--- config.mk ---
export PLATFORM = sky130hd
export DESIGN_NAME = product_bcd_converter_flat
export DESIGN_NICKNAME = d
export VERILOG_FILES = /design/src/rtl/product_bcd_converter_pkg.sv /design/src/rtl/product_bcd_converter_if.sv /design/src/rtl/product_bcd_converter_bcd_digit_adj.sv /design/src/rtl/product_bcd_converter.sv /design/src/flat_wrapper.sv
export SDC_FILE = /design/constraint.sdc
export NUM_CORES = 1
export LEC_CHECK = 0
export BUFFER_PORTS_ARGS = -buffer_cell sky130_fd_sc_hd__buf_2
export CORE_MARGIN = 4
export CORE_UTILIZATION = 60
export DETAILED_ROUTE_END_ITERATION = 7
export GPL_ROUTABILITY_DRIVEN = 0
export MAX_ROUTING_LAYER = met4
export PLACE_DENSITY_LB_ADDON = 0.1
export SETUP_SLACK_MARGIN = 0.05
export SKIP_LAST_GASP = 1
export SYNTH_ARGS = -nofsm -noshare
export SYNTH_HDL_FRONTEND = slang
export SYNTH_SLANG_ARGS = --single-unit
--- constraint.sdc ---
create_clock -name clk -period 2.9 [get_ports clk]
set_input_delay 0.435 -clock clk [delete_from_list [all_inputs] [get_ports clk]]
set_output_delay 0.435 -clock clk [all_outputs]
set_load 0.02 [all_outputs]
--- src/rtl/product_bcd_converter_pkg.sv ---
// Shared definitions for the product binary-to-BCD converter: FSM encoding and
// the double-dabble digit adjustment constants.
package product_bcd_converter_pkg;

    typedef enum logic [1:0] {
        IDLE  = 2'd0,
        SHIFT = 2'd1,
        DONE  = 2'd2
    } state_t;

    localparam logic [3:0] BCD_ADJ_THRESH = 4'd5;
    localparam logic [3:0] BCD_ADJ_ADD    = 4'd3;

endpackage

--- src/rtl/product_bcd_converter_if.sv ---
// Request/result bundle between the multiplier side and the BCD converter;
// the converter is the slave, its requester the master.
interface product_bcd_converter_if #(
    parameter int MAG_W  = 15,
    parameter int DIGITS = 5
);

    logic                  start;
    logic                  sign_in;
    logic [MAG_W-1:0]      mag_in;
    logic                  busy;
    logic                  valid;
    logic                  sign_out;
    logic [4*DIGITS-1:0]   bcd;
    logic [DIGITS-1:0]     blank;

    modport master (
        output start, sign_in, mag_in,
        input  busy, valid, sign_out, bcd, blank
    );

    modport slave (
        input  start, sign_in, mag_in,
        output busy, valid, sign_out, bcd, blank
    );

endinterface

--- src/rtl/product_bcd_converter_bcd_digit_adj.sv ---
// One BCD digit's add-3 correction, applied ahead of each double-dabble shift.
module bcd_digit_adj
    import product_bcd_converter_pkg::*;
(
    input  logic [3:0] digit,
    output logic [3:0] digit_adj
);

    assign digit_adj = (digit >= BCD_ADJ_THRESH) ? digit + BCD_ADJ_ADD : digit;

endmodule

--- src/rtl/product_bcd_converter.sv ---
// Sequential double-dabble converter: one magnitude bit per clock, then the
// digits, zero-corrected sign and leading-zero blank mask are registered together.
module product_bcd_converter
    import product_bcd_converter_pkg::*;
#(
    parameter int MAG_W  = 15,
    parameter int DIGITS = 5
)(
    input  logic                     clk,
    input  logic                     rst_n,
    product_bcd_converter_if.slave   bus
);

    localparam int ACC_W = 4 * DIGITS;
    localparam int CNT_W = $clog2(MAG_W + 1);

    if (10**DIGITS <= 2**MAG_W) begin : g_bad_params
        $error("product_bcd_converter: DIGITS too small to hold MAG_W-bit magnitude");
    end

    state_t              state;
    logic [CNT_W-1:0]    cnt;
    logic [MAG_W-1:0]    mag_sr;
    logic [ACC_W-1:0]    acc;
    logic [ACC_W-1:0]    acc_adj;
    logic                sign_cap;

    for (genvar i = 0; i < DIGITS; i++) begin : g_adj
        bcd_digit_adj u_adj (
            .digit     (acc[4*i +: 4]),
            .digit_adj (acc_adj[4*i +: 4])
        );
    end

    // Blank bit i (i >= 1) is set when digit i and every digit above it are zero.
    function automatic logic [DIGITS-2:0] blank_upper(input logic [ACC_W-5:0] upper);
        logic [DIGITS-2:0] mask;
        logic              zero_above;
        mask       = '0;
        zero_above = 1'b1;
        for (int i = DIGITS - 2; i >= 0; i--) begin
            zero_above = zero_above & (upper[4*i +: 4] == 4'd0);
            mask[i]    = zero_above;
        end
        return mask;
    endfunction

    always_ff @(posedge clk or negedge rst_n) begin
        if (!rst_n) begin
            state        <= IDLE;
            cnt          <= '0;
            mag_sr       <= '0;
            acc          <= '0;
            sign_cap     <= 1'b0;
            bus.busy     <= 1'b0;
            bus.valid    <= 1'b0;
            bus.sign_out <= 1'b0;
            bus.bcd      <= '0;
            bus.blank    <= {{(DIGITS-1){1'b1}}, 1'b0};
        end else begin
            case (state)
                IDLE: begin
                    bus.valid <= 1'b0;
                    if (bus.start) begin
                        state    <= SHIFT;
                        bus.busy <= 1'b1;
                        mag_sr   <= bus.mag_in;
                        sign_cap <= bus.sign_in;
                        acc      <= '0;
                        cnt      <= CNT_W'(MAG_W);
                    end
                end
                SHIFT: begin
                    acc    <= ACC_W'({acc_adj, mag_sr[MAG_W-1]});
                    mag_sr <= mag_sr << 1;
                    cnt    <= cnt - CNT_W'(1);
                    if (cnt == CNT_W'(1)) begin
                        state <= DONE;
                    end
                end
                DONE: begin
                    // A zero result can only come from a zero magnitude, so it suppresses negative zero.
                    bus.bcd      <= acc;
                    bus.sign_out <= sign_cap & (acc != '0);
                    bus.blank    <= {blank_upper(acc[ACC_W-1:4]), 1'b0};
                    bus.valid    <= 1'b1;
                    bus.busy     <= 1'b0;
                    state        <= IDLE;
                end
                default: begin
                    state <= IDLE;
                end
            endcase
        end
    end

endmodule

--- src/flat_wrapper.sv ---
// flat-port wrapper written by rule: the top's interface ports become plain ports
module product_bcd_converter_flat import product_bcd_converter_pkg::*;
#(
    parameter int MAG_W  = 15,
    parameter int DIGITS = 5
)
  (clk, rst_n, bus_start, bus_sign_in, bus_mag_in, bus_busy, bus_valid, bus_sign_out, bus_bcd, bus_blank);
  product_bcd_converter_if #(.MAG_W(MAG_W), .DIGITS(DIGITS)) bus_i ();
  input  logic clk;
  input  logic rst_n;
  input wire logic [$bits(bus_i.start)-1:0] bus_start;
  input wire logic [$bits(bus_i.sign_in)-1:0] bus_sign_in;
  input wire logic [$bits(bus_i.mag_in)-1:0] bus_mag_in;
  output wire logic [$bits(bus_i.busy)-1:0] bus_busy;
  output wire logic [$bits(bus_i.valid)-1:0] bus_valid;
  output wire logic [$bits(bus_i.sign_out)-1:0] bus_sign_out;
  output wire logic [$bits(bus_i.bcd)-1:0] bus_bcd;
  output wire logic [$bits(bus_i.blank)-1:0] bus_blank;
  assign bus_i.start = bus_start;
  assign bus_i.sign_in = bus_sign_in;
  assign bus_i.mag_in = bus_mag_in;
  assign bus_busy = bus_i.busy;
  assign bus_valid = bus_i.valid;
  assign bus_sign_out = bus_i.sign_out;
  assign bus_bcd = bus_i.bcd;
  assign bus_blank = bus_i.blank;
  product_bcd_converter #(.MAG_W(MAG_W), .DIGITS(DIGITS)) u_core (.clk(clk), .rst_n(rst_n), .bus(bus_i));
endmodule
* Word level (Yosys, flattened, before mapping)
Index checks and enable logic that the tools add are counted.
Word-level totals: register bits 69, latch bits 0, memory bits (writable) 0, ROM bits 0, output and inout port bits 28, memories 0
Cells by class: add/sub/neg operators 6, $mul 0, divide/modulo/power cells 0, $lt $le $gt $ge 5, equality and inequality tests 5, shift operators 0, multiplexer cells 17, bitwise logic cells 4, reduce and logical (&&, ||, !) cells 12
Operator list (count):
- $pmux W20 S2 | 1
- $pmux W15 S2 | 1
- $ge A4 B3 Y1 const B | 5
- $mux W20 | 1
- $mux W4 | 5
- $reduce_bool A20 Y1 | 1
- $add A4 B2 Y4 const B | 4
- $logic_not A4 Y1 | 4
- $mux W15 | 1
- $pmux W4 S2 | 1
- $reduce_and A2 Y1 | 4
- $and A1 B1 Y1 | 4
- $eq A4 B1 Y1 const B | 1
- $mux W2 | 2
- $pmux W1 S2 | 2
- $pmux W2 S2 | 1
- $reduce_bool A2 Y1 | 2
- $sub A4 B1 Y4 const B | 1
- $add A3 B2 Y3 const B | 1
- $mux W3 | 1
- $eq A2 B1 Y1 const B | 1
- $eq A2 B2 Y1 const B | 1
- $logic_not A2 Y1 | 1
- $ne A2 B1 Y1 const B | 1
- other kinds (2) | 2

* Logic depth before layout (Yosys ltp)
Gate-level depths: netlist (run 1).
depth in word-level cells 4, gate-level depth with buffers 6, gate-level depth less buffers 6

* Modules after synthesis
From an unflattened synthesis (run 1), not the netlist that was laid out.
Unflattened totals: cell total of the unflattened synthesis 306, area, all modules 3372.0 µm²
By module, submodules not included:
- product_bcd_converter | times used 1, cells each 226, area each 2865.2 µm², seq. area each 1731.7 µm²
- bcd_digit_adj | times used 5, cells each 16, area each 101.3 µm², seq. area each 0.0 µm²

* Worst setup path after synthesis (run 1)
No wires, ideal clock.
path kind register to register, start point reg u_core.acc[8], end point reg u_core.acc[9], library setup time 0.128 ns, arrival 1.244 ns, required time 2.772 ns, path slack 1.528 ns, stages on the path, launching flop included 7, cell sequence dfrtp_1 -> inv_1 -> ha_1 -> nand2b_1 -> a21oi_1 -> xnor2_1 -> o22ai_1
Between the ends: longest elaborated chain between the ends 3, elaborated cells on any way between the ends 4, those cells by class 1 x add/sub; 1 x order compare; 2 x mux
RTL lines:
- start: declaration | line product_bcd_converter.sv:24 | logic [ACC_W-1:0] acc;
- start signal: assignment | line product_bcd_converter.sv:74 | acc <= ACC_W'({acc_adj, mag_sr[MAG_W-1]});
- $add A4 B2 Y4 or $ge A4 B3 Y1 (tied branches) | line product_bcd_converter_bcd_digit_adj.sv:9 | assign digit_adj = (digit >= BCD_ADJ_THRESH) ? digit + BCD_ADJ_ADD : digit;
- $mux W4 * | line product_bcd_converter_bcd_digit_adj.sv:9
- $pmux W20 S2 * | line product_bcd_converter.sv:61 | case (state)
Every way passes the cells marked *; elsewhere a longest branch is shown, timed or not. A chain may end at the register's enable or synchronous reset.

* Final worst setup path (run 1)
start point reg u_core.state[1], end point reg u_core.acc[7]
Between the ends: longest elaborated chain between the ends 3, elaborated cells on any way between the ends 6, those cells by class 2 x eq/ne; 1 x mux; 3 x reduce/logical
RTL lines:
- start: declaration | line product_bcd_converter.sv:21 | state_t state;
- start signal: assignment | line product_bcd_converter.sv:50 | state <= IDLE;
- start signal: assignment | line product_bcd_converter.sv:65 | state <= SHIFT;
- start signal: assignment | line product_bcd_converter.sv:78 | state <= DONE;
- $eq A2 B1 Y1 or $logic_not A2 Y1 (tied branches) | line product_bcd_converter.sv:61
- $reduce_bool A2 Y1 (no line) or $ne A2 B2 Y1 (tied branches)
- $reduce_and A2 Y1 (no line)
Several ways; a longest one is shown, not always the timed one.

==> results of run 1 <==
## worst max-delay path: stages, from the launching register on
cell      delay [ps]
dfrtp_1          780
nand2b_1         690
o31ai_1          120
a32o_1           220
## layer usage
layer  part of all wire  GRT usage  up-vias  wire [µm]
met4             0.0062     0.0794        0         39
met5                  0          -        -          0
met1               0.47      0.293     1160       2950
met3              0.041     0.0399        5        254
met2               0.48      0.342       54       3010
li1                   -          -     1136          -
## cells in the final DEF, fill, tap and decap left out, drive strengths merged, types with 2 or more instances in the layout
cell,Yosys,final
dfrtp,65,65
buf,16,52
nand2,38,38
o21ai,32,32
a22oi,14,14
ha,14,14
clkbuf,1,14
inv,12,12
mux2,12,12
a21oi,10,10
nor2,9,9
nand2b,8,8
o22ai,7,7
o31ai,6,6
o311ai,6,6
a32o,5,5
nand3,5,5
xnor2,5,5
dfstp,4,4
nand3b,3,3
nor3b,2,2
nor3,2,2
xor2,2,2
o32ai,2,2
nor2b,2,2
## power by group through the flow
stage	Clock [W]	Sequential (W)	Combinational [W]
after floorplan	0	0.00169	0.00107
after global placement	0	0.00162	0.00150
after detailed placement	0	0.00163	0.00155
after CTS	0.000760	0.00162	0.00156
after global routing	0.000803	0.00168	0.00175
final	0.000751	0.00162	0.00155
## kinds of logic (layout without fill, tap and decap cells)
logic type	Yosys count	count (layout)	synth area share
muxes	13	13	0.0456
and+or+nand+nor	73	73	0.112
AOI/OAI and AO/OA	87	87	0.177
adders and majority gates	14	14	0.0550
other	1	1	0.00118
DFF	69	69	0.544
xor gates and xnor gates	7	7	0.0192
buffers and inverters	29	80	0.0467
## area by class of cell
class,count,area (µm²)
Sequential cell,69,1730
Fill cell,417,1510
Multi-Input combinational cell,195,1310
Timing Repair Buffer,52,278
Clock buffer,14,153
Tap cell,70,87.6
Inverter,12,45.0
Clock inverter,2,35.0
## through the flow
stage | area (µm²) | utilization | total power [W] | hold WS (ps) | setup slack [ps]
after CTS | 3630 | 0.707 | 0.00394 | 60.2 | 963
after global placement | 3450 | 0.671 | 0.00312 | 421 | 1010
after detailed placement | 3450 | 0.671 | 0.00318 | 422 | 969
after global routing | 3630 | 0.707 | 0.00424 | 80.1 | 835
final | 3630 | 0.707 | 0.00392 | 56.9 | 963
after floorplan | 3190 | - | 0.00276 | 139 | 1530
## state kept, by name (all words and copies together), names as in the netlist
register,flops
u_core.bus.sign_out,1
u_core.bus.busy,1
u_core.state,2
u_core.bus.blank,4
u_core.bus.valid,1
u_core.acc,20
u_core.cnt,4
u_core.mag_sr,15
u_core.bus.bcd,20
u_core.sign_cap,1
## worst paths after layout
path                                startpoint                  end  cells after the start
max                            u_core.state[1]        u_core.acc[7]                      3
min                                      rst_n     u_core.mag_sr[0]                      1
max reg2reg                    u_core.state[1]        u_core.acc[7]                      3
min reg2reg                u_core.bus.blank[2]  u_core.bus.blank[2]                      2
max in group asynchronous                rst_n        u_core.cnt[1]                      2
min in group clk                 bus_mag_in[0]     u_core.mag_sr[0]                      2
==> impl_metrics.sql, run 1 <==
INSERT INTO impl_metrics (metric_group, metric, value, unit) VALUES
('power_and_ir_drop', 'share_seq_of_total_power', '0.414', ''),
('layout', 'antenna_cells_inserted', '0', ''),
('global_route', 'antenna_violations_before_repair', '0', ''),
('power_and_ir_drop', 'power.net_switching', '0.00152', 'W'),
('worst_setup_path', 'setup.worst_path.end_class', 'register', ''),
('power_and_ir_drop', 'power.density_cell_area', '1080', 'nW/µm²'),
('clock_network', 'clock_tree.root_cell', 'clkbuf_8', ''),
('global_route', 'grt_max_degree', '29', ''),
('floorplan', 'die-width', '80.9', 'µm'),
('synth', 'synth_nets', '326', ''),
('sta', 'timing.final.max_slew_violations', '0', ''),
('worst_setup_path', 'worstPathRequired', '3110', 'ps'),
('synth', 'async_flop_share', '1.00', ''),
('clock_network', 'clock_path_buffers', '2', ''),
('route', 'dr.pass1.iters', '4', ''),
('synth', 'synth.lib_cells_used.distinct', '41', ''),
('sta', 'clock_skew', '8.35', 'ps'),
('floorplan', 'fp.dieH', '80.9', 'µm'),
('worst_setup_path', 'timing.critical_path.fanout_max', '23', ''),
('placement', 'dp.cells', '398', ''),
('power_and_ir_drop', 'leakage', '1.73', 'nW'),
('synth', 'synth.most_common_cell', 'dfrtp_1', ''),
('synth', 'syn-instance-count', '293', ''),
('route', 'route.final.wire_length', '6.26', 'mm'),
('sta', 'rsz0062_at_grt', 'false', ''),
('power_and_ir_drop', 'irDropWorstVdd', '0.000645', 'V'),
('sta', 'achievable-frequency', '516', 'MHz'),
('floorplan', 'start_util', '0.620', ''),
('clock_network', 'cts_sinks', '69', ''),
('synth', 'synth.ff_latch_count', '69', ''),
('floorplan', 'floorplan.rows', '26', ''),
('layout', 'nNetsFinal', '372', ''),
('layout', 'final_cells', '414', ''),
('route', 'routed_wire_length_per_instance', '15.1', 'µm'),
('route', 'ant_nets', '0', ''),
('worst_setup_path', 'setup.worst_path.class', 'reg -> reg', ''),
('sta', 'setup_viol', '0', ''),
('sta', 'timing.slew.headroom', '0.474', ''),
('synth', 'area_share_of_the_leading_cell_type_in_the_synthesized_netlist', '0.511', ''),
('synth', 'synthTopCellsByCount', 'dfrtp_1 (65), nand2_1 (38), o21ai_0 (32)', ''),
('clock_network', 'htreeDepth', '3', ''),
('global_route', 'overflow', '0', ''),
('clock_network', 'postCtsResizedCells', '0', ''),
('global_route', 'grt_usage', '0.221', ''),
('worst_setup_path', 'cp.arrival', '2150', 'ps'),
('floorplan', 'floorplan.core_area', '5140', 'µm²'),
('placement', 'io_buffers', '45', ''),
('hold_path', 'hold_removal_path_class', 'in -> async', ''),
('power_and_ir_drop', 'cellInternalPower', '0.00240', 'W'),
('floorplan', 'die_area', '6540', 'µm²'),
('synth', 'synth_seq_area_share', '0.544', ''),
('sta', 'finalSetupTns', '0', 'ps'),
('sta', 'tightest_slew', '789', 'ps'),
('power_and_ir_drop', 'combPwrFrac', '0.395', ''),
('route', '1st_iter_drt_viols', '137', ''),
('synth', 'syn_avg_cell_area', '10.9', 'µm²'),
('clock_network', 'cts_tree', 'yes', ''),
('synth', 'synthesis.yosys.warnings', '0', ''),
('worst_setup_path', 'ff2ff_setup_slack', '960', 'ps'),
('clock_network', 'clk_pin_slew', '70', 'ps'),
('route', 'dr_total_vias', '2355', ''),
('synth', 'synthTopCellsByArea', 'dfrtp_1 (51%), ha_1 (5.5%), o21ai_0 (5.0%), nand2_1 (4.5%), mux2_2 (4.2%)', ''),
('worst_setup_path', 'critPathLaunchType', 'register', ''),
('synth', 'synth_largest_area_cell', 'dfrtp_1', ''),
('global_route', 'grt_pass1_vias', '2303', ''),
('layout', 'area_delta_synth_final', '14.1', '%'),
('clock_network', 'total_cts_buffers', '9', ''),
('synth', 'mapped_cell_area', '3190', 'µm²'),
('placement', 'dp.final_hpwl', '4.23', 'mm'),
('power_and_ir_drop', 'clkPwrFrac', '0.192', ''),
('route', 'drc_errors', '0', ''),
('synth', 'postSynth.topFlopCell', 'dfrtp_1', ''),
('power_and_ir_drop', 'swShare', '0.388', ''),
('sta', 'finalHoldViolCount', '0', ''),
('synth', 'synth-edff-count', '0', ''),
('clock_network', 'clk-insertion-delay-late', '330', 'ps'),
('layout', 'drive_above_1_share', '0.241', ''),
('run', 'max-cap-violations', '0', ''),
('clock_network', 'cts_hold_buffers', '0', ''),
('route', 'drt-vias-per-instance', '5.69', ''),
('clock_network', 'postCtsSetupBuffers', '0', ''),
('floorplan', 'ios', '47', ''),
('outcome', 'outcome', 'finished clean', ''),
('global_route', 'global_route_wire_length_before_repair', '10.8', 'mm'),
('sta', 'min_period_over_period', '0.668', ''),
('sta', 'fin_crit', '1940', 'ps');
Note: power is estimated with default switching activity, not from simulation.
==> inputs of run 2 (changes only) <==
ABC_AREA = 1   (was default)
CORE_UTILIZATION = 57   (was 60)
clock period = 1.85 ns   (was 2.9 ns; I/O delays follow)
==> impl_metrics.sql, run 2 <==
INSERT INTO impl_metrics (metric_group, metric, value, unit) VALUES
('floorplan', 'floorplan.rows', '27', ''),
('floorplan', 'fp.dieH', '84.3', 'µm'),
('clock_network', 'cts_sinks', '69', ''),
('clock_network', 'total_cts_buffers', '9', ''),
('synth', 'syn_avg_cell_area', '8.55', 'µm²'),
('placement', 'io_buffers', '45', ''),
('clock_network', 'clk-insertion-delay-late', '340', 'ps'),
('route', 'dr.pass1.iters', '4', ''),
('synth', 'synth_fa_ha_area_frac', '0.0528', ''),
('clock_network', 'clock_tree.root_cell', 'clkbuf_8', ''),
('synth', 'yosys.area_share.xor_xnor', '0.00528', ''),
('synth', 'synth.lib_cells_used.distinct', '27', ''),
('synth', 'synthSimpleGateAreaFrac', '0.205', ''),
('sta', 'achievable-frequency', '643', 'MHz'),
('route', '1st_iter_drt_viols', '188', ''),
('run', 'max-cap-violations', '0', ''),
('clock_network', 'htreeDepth', '3', ''),
('power_and_ir_drop', 'power.density_cell_area', '1780', 'nW/µm²'),
('floorplan', 'die-width', '84.3', 'µm'),
('layout', 'area_delta_synth_final', '14.9', '%'),
('synth', 'mapped_cell_area', '3320', 'µm²'),
('global_route', 'grt_pass1_vias', '2589', ''),
('layout', 'drive_above_1_share', '0.186', ''),
('worst_setup_path', 'timing.critical_path.fanout_max', '5', ''),
('clock_network', 'clock_path_buffers', '2', ''),
('synth', 'muxShareOfSynthArea', '0', ''),
('placement', 'dp.cells', '497', ''),
('global_route', 'grt_max_degree', '30', ''),
('layout', 'largest_registers', 'u_core.acc: 20 flops, u_core.bus.bcd: 20 flops, u_core.mag_sr: 15 flops', ''),
('power_and_ir_drop', 'irDropWorstVdd', '0.000870', 'V'),
('layout', 'finish.utilization', '0.684', ''),
('placement', 'post_dp_cell_area', '3600', 'µm²'),
('synth', 'synthesis.yosys.warnings', '0', ''),
('worst_setup_path', 'setup.worst_path.class', 'reg -> reg', ''),
('route', 'drc_errors', '0', ''),
('synth', 'synth_top_family_by_area', 'simple AND/OR/NAND/NOR gates', ''),
('floorplan', 'ios', '47', ''),
('synth', 'syn-instance-count', '388', ''),
('global_route', 'global_route_wire_length_before_repair', '11.9', 'mm'),
('layout', 'antenna_cells_inserted', '0', ''),
('floorplan', 'start_util', '0.595', ''),
('hold_path', 'hold_removal_path_class', 'in -> reg', ''),
('route', 'dr_total_vias', '2627', ''),
('sta', 'timing.final.max_slew_violations', '0', ''),
('synth', 'postSynth.topFlopCell', 'dfrtp_1', ''),
('synth', 'synth-edff-count', '0', ''),
('outcome', 'outcome', 'finished clean', ''),
('sta', 'setup_viol', '0', ''),
('global_route', 'antenna_violations_before_repair', '0', ''),
('sta', 'rsz0062_at_grt', 'false', ''),
('layout', 'final_common_cell', 'nand2_1', ''),
('layout', 'final_cells', '513', ''),
('worst_setup_path', 'setup.worst_path.end_class', 'register', ''),
('synth', 'synth.ff_latch_count', '69', ''),
('sta', 'min_period_over_period', '0.840', ''),
('worst_setup_path', 'worstPathRequired', '2070', 'ps'),
('worst_setup_path', 'cp.arrival', '1780', 'ps'),
('sta', 'fin_crit', '1550', 'ps'),
('global_route', 'grt_usage', '0.216', ''),
('placement', 'dp.final_hpwl', '4.73', 'mm'),
('route', 'ant_nets', '0', ''),
('sta', 'timing.slew.headroom', '0.540', ''),
('synth', 'async_flop_share', '1.00', ''),
('sta', 'finalSetupTns', '0', 'ps'),
('synth', 'synth_seq_area_share', '0.522', ''),
('clock_network', 'cts_tree', 'yes', ''),
('sta', 'clock_skew', '6.83', 'ps'),
('clock_network', 'postCtsResizedCells', '0', ''),
('power_and_ir_drop', 'leakage', '1.99', 'nW'),
('synth', 'synth_largest_area_cell', 'dfrtp_1', ''),
('clock_network', 'clk_pin_slew', '70', 'ps'),
('layout', 'final_cell_mix', 'nand2_1 (105), dfrtp_1 (65), o21ai_0 (51)', ''),
('global_route', 'overflow', '0', ''),
('sta', 'tightest_slew', '691', 'ps'),
('layout', 'post_route_standard_cell_area_excluding_fillers', '3810', 'µm²'),
('synth', 'synthTopCellsByCount', 'nand2_1 (105), dfrtp_1 (65), o21ai_0 (51)', ''),
('route', 'route.final.wire_length', '6.86', 'mm'),
('layout', 'nNetsFinal', '470', ''),
('synth', 'synth.most_common_cell', 'nand2_1', ''),
('sta', 'finalHoldViolCount', '0', ''),
('route', 'routed_wire_length_per_instance', '13.4', 'µm'),
('synth', 'area_share_of_the_leading_cell_type_in_the_synthesized_netlist', '0.490', ''),
('synth', 'synth_compound_area_frac', '0.139', ''),
('worst_setup_path', 'critPathLaunchType', 'register', ''),
('floorplan', 'die_area', '7100', 'µm²'),
('route', 'drt-vias-per-instance', '5.12', ''),
('synth', 'synth_nets', '421', ''),
('synth', 'synthTopCellsByArea', 'dfrtp_1 (49%), nand2_1 (12%), o21ai_0 (7.7%), ha_1 (5.3%), inv_1 (3.8%)', ''),
('floorplan', 'floorplan.core_area', '5570', 'µm²');
run 2: cell types whose count changed in the layout (fill, tap and decap cells not counted), moves of 18 or more:
cell,delta
nand2_1,+67
inv_1,+22
nor2_1,+19
o21ai_0,+19
nand3_1,+18
run 2: kinds of logic (layout without fill, tap and decap cells):
| logic type | after synthesis | count (layout) |
|---|---|---|
| AO/OA/AOI/OAI | 85 | 85 |
| adder cells (fa/ha/maj) | 14 | 14 |
| buffers and inverters | 53 | 106 |
| flip-flops | 69 | 69 |
| AND/OR/NAND/NOR | 164 | 164 |
| other | 1 | 1 |
| XOR/XNOR | 2 | 2 |
run 2: repair_timing:
item                      in CTS  in global routing
buffers inserted               0                  0
hold endpoints to repair      22                  0
hold buffers                   1                  0
run 2: final cells by class:
type	instances	area, µm²
multi-input cells	266	1340
repair buffers	55	315
inverters	36	135
clock buffers	14	173
well taps	72	90.1
fillers	458	1760
flip-flops and latches	69	1730
clock inverters	1	30.0
run 2: final timing paths:
kind	from	to	slack [ps]	cells after the start
max	u_core.acc[8]	u_core.acc[9]	300	9
min	bus_mag_in[0]	u_core.mag_sr[0]	170	3
max reg2reg	u_core.acc[8]	u_core.acc[9]	300	9
min reg2reg	u_core.bus.blank[2]	u_core.bus.blank[2]	470	2
max in group asynchronous	rst_n	u_core.acc[6]	730	3
min in group asynchronous	rst_n	u_core.bus.bcd[2]	520	2
run 2: report_power, final:
group          switching [W]  total, W  internal [W]
registers           0.000387   0.00253       0.00214
clock network       0.000533   0.00126      0.000728
logic                0.00192   0.00300       0.00108
total                0.00284   0.00679       0.00395
run 2: critical path, stage by stage (launching register included):
cell     delay (ps)
dfrtp_1         450
inv_1           170
ha_1            180
inv_1            60
nor2_1          190
nor2_1           60
nor2_1          140
nand2_1          70
nand3_1          70
nand2_1          50
run 2: metrics by stage:
| step | power, W | setup WS, ps | hold slack [ps] |
|---|---|---|---|
| global route | 0.00744 | 175 | 179 |
| floorplan | 0.00482 | 595 | -18.1 |
| global placement | 0.00543 | 418 | 345 |
| CTS | 0.00685 | 328 | 153 |
| finish | 0.00679 | 295 | 168 |
| detailed placement | 0.00554 | 377 | 355 |
run 2: layer usage:
layer | routed length (µm) | up-vias | global-route usage | share of wire
met5 | 0 | - | - | 0
met4 | 97 | 0 | 0.0936 | 0.014
met3 | 336 | 9 | 0.0353 | 0.049
met2 | 3350 | 60 | 0.339 | 0.49
met1 | 3070 | 1207 | 0.276 | 0.45
li1 | - | 1351 | - | -
==> inputs of run 3 (changes only) <==
ABC_AREA = 0   (was 1)
CORE_UTILIZATION = 56   (was 57)
clock period = 1.45 ns   (was 1.85 ns; I/O delays follow)
==> impl_metrics.sql, run 3 (synthesized netlist as in run 1, its figures left out) <==
INSERT INTO impl_metrics (metric_group, metric, value, unit) VALUES
('outcome', 'outcome', 'finished clean', ''),
('layout', 'final_cell_mix', 'dfrtp_1 (63), buf_2 (45), nand2_1 (37)', ''),
('clock_network', 'clk_pin_slew', '70', 'ps'),
('sta', 'clock_skew', '10.9', 'ps'),
('route', 'dr.pass1.iters', '4', ''),
('run', 'max-cap-violations', '0', ''),
('worst_setup_path', 'cp.arrival', '1560', 'ps'),
('route', 'ant_nets', '0', ''),
('route', 'drc_errors', '0', ''),
('layout', 'sequential_cell_area', '1730', 'µm²'),
('clock_network', 'cts_sinks', '69', ''),
('sta', 'rsz0062_at_grt', 'true', ''),
('layout', 'nNetsFinal', '406', ''),
('power_and_ir_drop', 'power.density_cell_area', '2210', 'nW/µm²'),
('worst_setup_path', 'critPathLaunchType', 'register', ''),
('route', '1st_iter_drt_viols', '121', ''),
('global_route', 'grt_usage', '0.216', ''),
('layout', 'multi_input_area', '1410', 'µm²'),
('hold_path', 'hold_removal_path_class', 'in -> reg', ''),
('global_route', 'grt_max_degree', '70', ''),
('floorplan', 'floorplan.rows', '27', ''),
('clock_network', 'htreeDepth', '3', ''),
('worst_setup_path', 'critical_path_cell_count', '4', ''),
('worst_setup_path', 'timing.critical_path.cells', 'nand2b_2, buf_12, nor4b_2, a21oi_1', ''),
('floorplan', 'ios', '47', ''),
('global_route', 'overflow', '0', ''),
('power_and_ir_drop', 'leakage', '1.93', 'nW'),
('layout', 'area_delta_synth_final', '27.3', '%'),
('layout', 'finish.utilization', '0.736', ''),
('layout', 'largest_registers', 'u_core.acc: 20 flops, u_core.bus.bcd: 20 flops, u_core.mag_sr: 15 flops', ''),
('sta', 'fin_crit', '1350', 'ps'),
('floorplan', 'die_area', '6960', 'µm²'),
('sta', 'min_period_over_period', '0.929', ''),
('sta', 'setup_viol', '0', ''),
('worst_setup_path', 'ff2ff_setup_slack', '100', 'ps'),
('route', 'dr_total_vias', '2543', ''),
('floorplan', 'start_util', '0.579', ''),
('placement', 'dp.final_hpwl', '4.55', 'mm'),
('sta', 'achievable-frequency', '742', 'MHz'),
('layout', 'final_common_cell', 'dfrtp_1', ''),
('route', 'routed_wire_length_per_instance', '15.7', 'µm'),
('global_route', 'antenna_violations_before_repair', '0', ''),
('floorplan', 'die-width', '83.4', 'µm'),
('worst_setup_path', 'worst_path_max_delay_cell', 'dfrtp_2', ''),
('floorplan', 'floorplan.core_area', '5510', 'µm²'),
('global_route', 'global_route_wire_length_before_repair', '11.8', 'mm'),
('worst_setup_path', 'worstSetupEndpoint', 'u_core.bus.sign_out', ''),
('power_and_ir_drop', 'post-layout-total-power', '0.00895', 'W'),
('floorplan', 'fp.dieH', '83.4', 'µm'),
('power_and_ir_drop', 'irDropWorstVdd', '0.00117', 'V'),
('worst_setup_path', 'critical_path_buf_inv_count', '1', ''),
('worst_setup_path', 'timing.critical_path.fanout_max', '21', ''),
('global_route', 'grt_pass1_vias', '2461', ''),
('layout', 'antenna_cells_inserted', '0', ''),
('worst_setup_path', 'reg2reg_from', 'u_core.state[0]', ''),
('worst_setup_path', 'startpoint', 'u_core.state[0]', ''),
('layout', 'num-fill-cells', '403', ''),
('clock_network', 'clk-insertion-delay-late', '340', 'ps'),
('clock_network', 'total_cts_buffers', '9', ''),
('worst_setup_path', 'cp_slowest_stage_delay', '440', 'ps'),
('route', 'route.final.wire_length', '7.06', 'mm'),
('route', 'drt-vias-per-instance', '5.65', ''),
('clock_network', 'clock_path_buffers', '2', ''),
('sta', 'finalHoldViolCount', '0', ''),
('worst_setup_path', 'worstPathRequired', '1660', 'ps'),
('clock_network', 'cts_tree', 'yes', ''),
('clock_network', 'clock_tree.root_cell', 'clkbuf_8', ''),
('worst_setup_path', 'setup.worst_path.class', 'reg -> reg', ''),
('placement', 'io_buffers', '45', ''),
('worst_setup_path', 'reg2reg_to', 'u_core.bus.sign_out', ''),
('layout', 'drive_above_1_share', '0.370', ''),
('worst_setup_path', 'setup.worst_path.end_class', 'register', ''),
('worst_setup_path', 'rr_worst_depth', '4', ''),
('sta', 'timing.final.max_slew_violations', '0', ''),
('worst_setup_path', 'crit_family', 'simple AND/OR/NAND/NOR gates', '');
[run 3: how the worst min path moves through the flow]
stage / startpoint / endpoint / slack [ps] / depth (start not counted)
floorplan: rst_n / u_core.acc[0] / -80 / 0
global placement: rst_n / u_core.mag_sr[2] / 270 / 2
detailed placement: rst_n / u_core.bus.bcd[19] / 270 / 2
CTS: bus_mag_in[0] / u_core.mag_sr[0] / 90 / 2
global route: bus_mag_in[0] / u_core.mag_sr[0] / 80 / 2
finish: bus_mag_in[0] / u_core.mag_sr[0] / 100 / 2
[run 3: metal layers]
| layer | part of all wire | vias to the layer above | global-route usage |
|---|---|---|---|
| li1 | - | 1210 | - |
| met1 | 0.46 | 1260 | 0.295 |
| met2 | 0.49 | 62 | 0.326 |
| met3 | 0.040 | 11 | 0.0387 |
| met4 | 0.016 | 0 | 0.0833 |
| met5 | 0 | - | - |
[run 3: repair_timing]
action                     in CTS  in global routing
pin swaps                       2                 10
resized for setup               8                 22
setup endpoints to repair      11                 27
buffers inserted                2                  3
hold buffers                    1                  0
hold endpoints to repair       65                  0
[run 3: per-stage QoR]
| stage | setup TNS, ps | cells | setup slack [ps] | cell area (µm²) | hold slack, ps |
|---|---|---|---|---|---|
| 4_1_cts | 0 | 447 | 48.3 | 3940 | 93.8 |
| 3_3_place_gp | 0 | 428 | 49.5 | 3700 | 271 |
| 5_1_grt | 0 | 450 | 5.37 | 4050 | 84.8 |
| 3_5_place_dp | -83.5 | 428 | -50.6 | 3700 | 269 |
| 2_1_floorplan | 0 | 293 | 78.3 | 3190 | -78.1 |
| 6_report | 0 | 450 | 103 | 4050 | 103 |
[run 3: final cells by class]
type                            count  share of cell area
Tap cell                           72              0.0222
Clock buffer                       15              0.0410
Multi-Input combinational cell    195               0.348
Sequential cell                    69               0.428
Timing Repair Buffer               86               0.142
Clock inverter                      1             0.00741
Inverter                           12              0.0111
[run 3: report_power, final]
group          leakage (nW)  total, W  internal [W]  switching (W)
logic                 0.944   0.00415       0.00195        0.00221
registers             0.887   0.00322       0.00266       0.000561
clock network        0.0979   0.00157      0.000893       0.000679
total                  1.93   0.00895       0.00550        0.00345
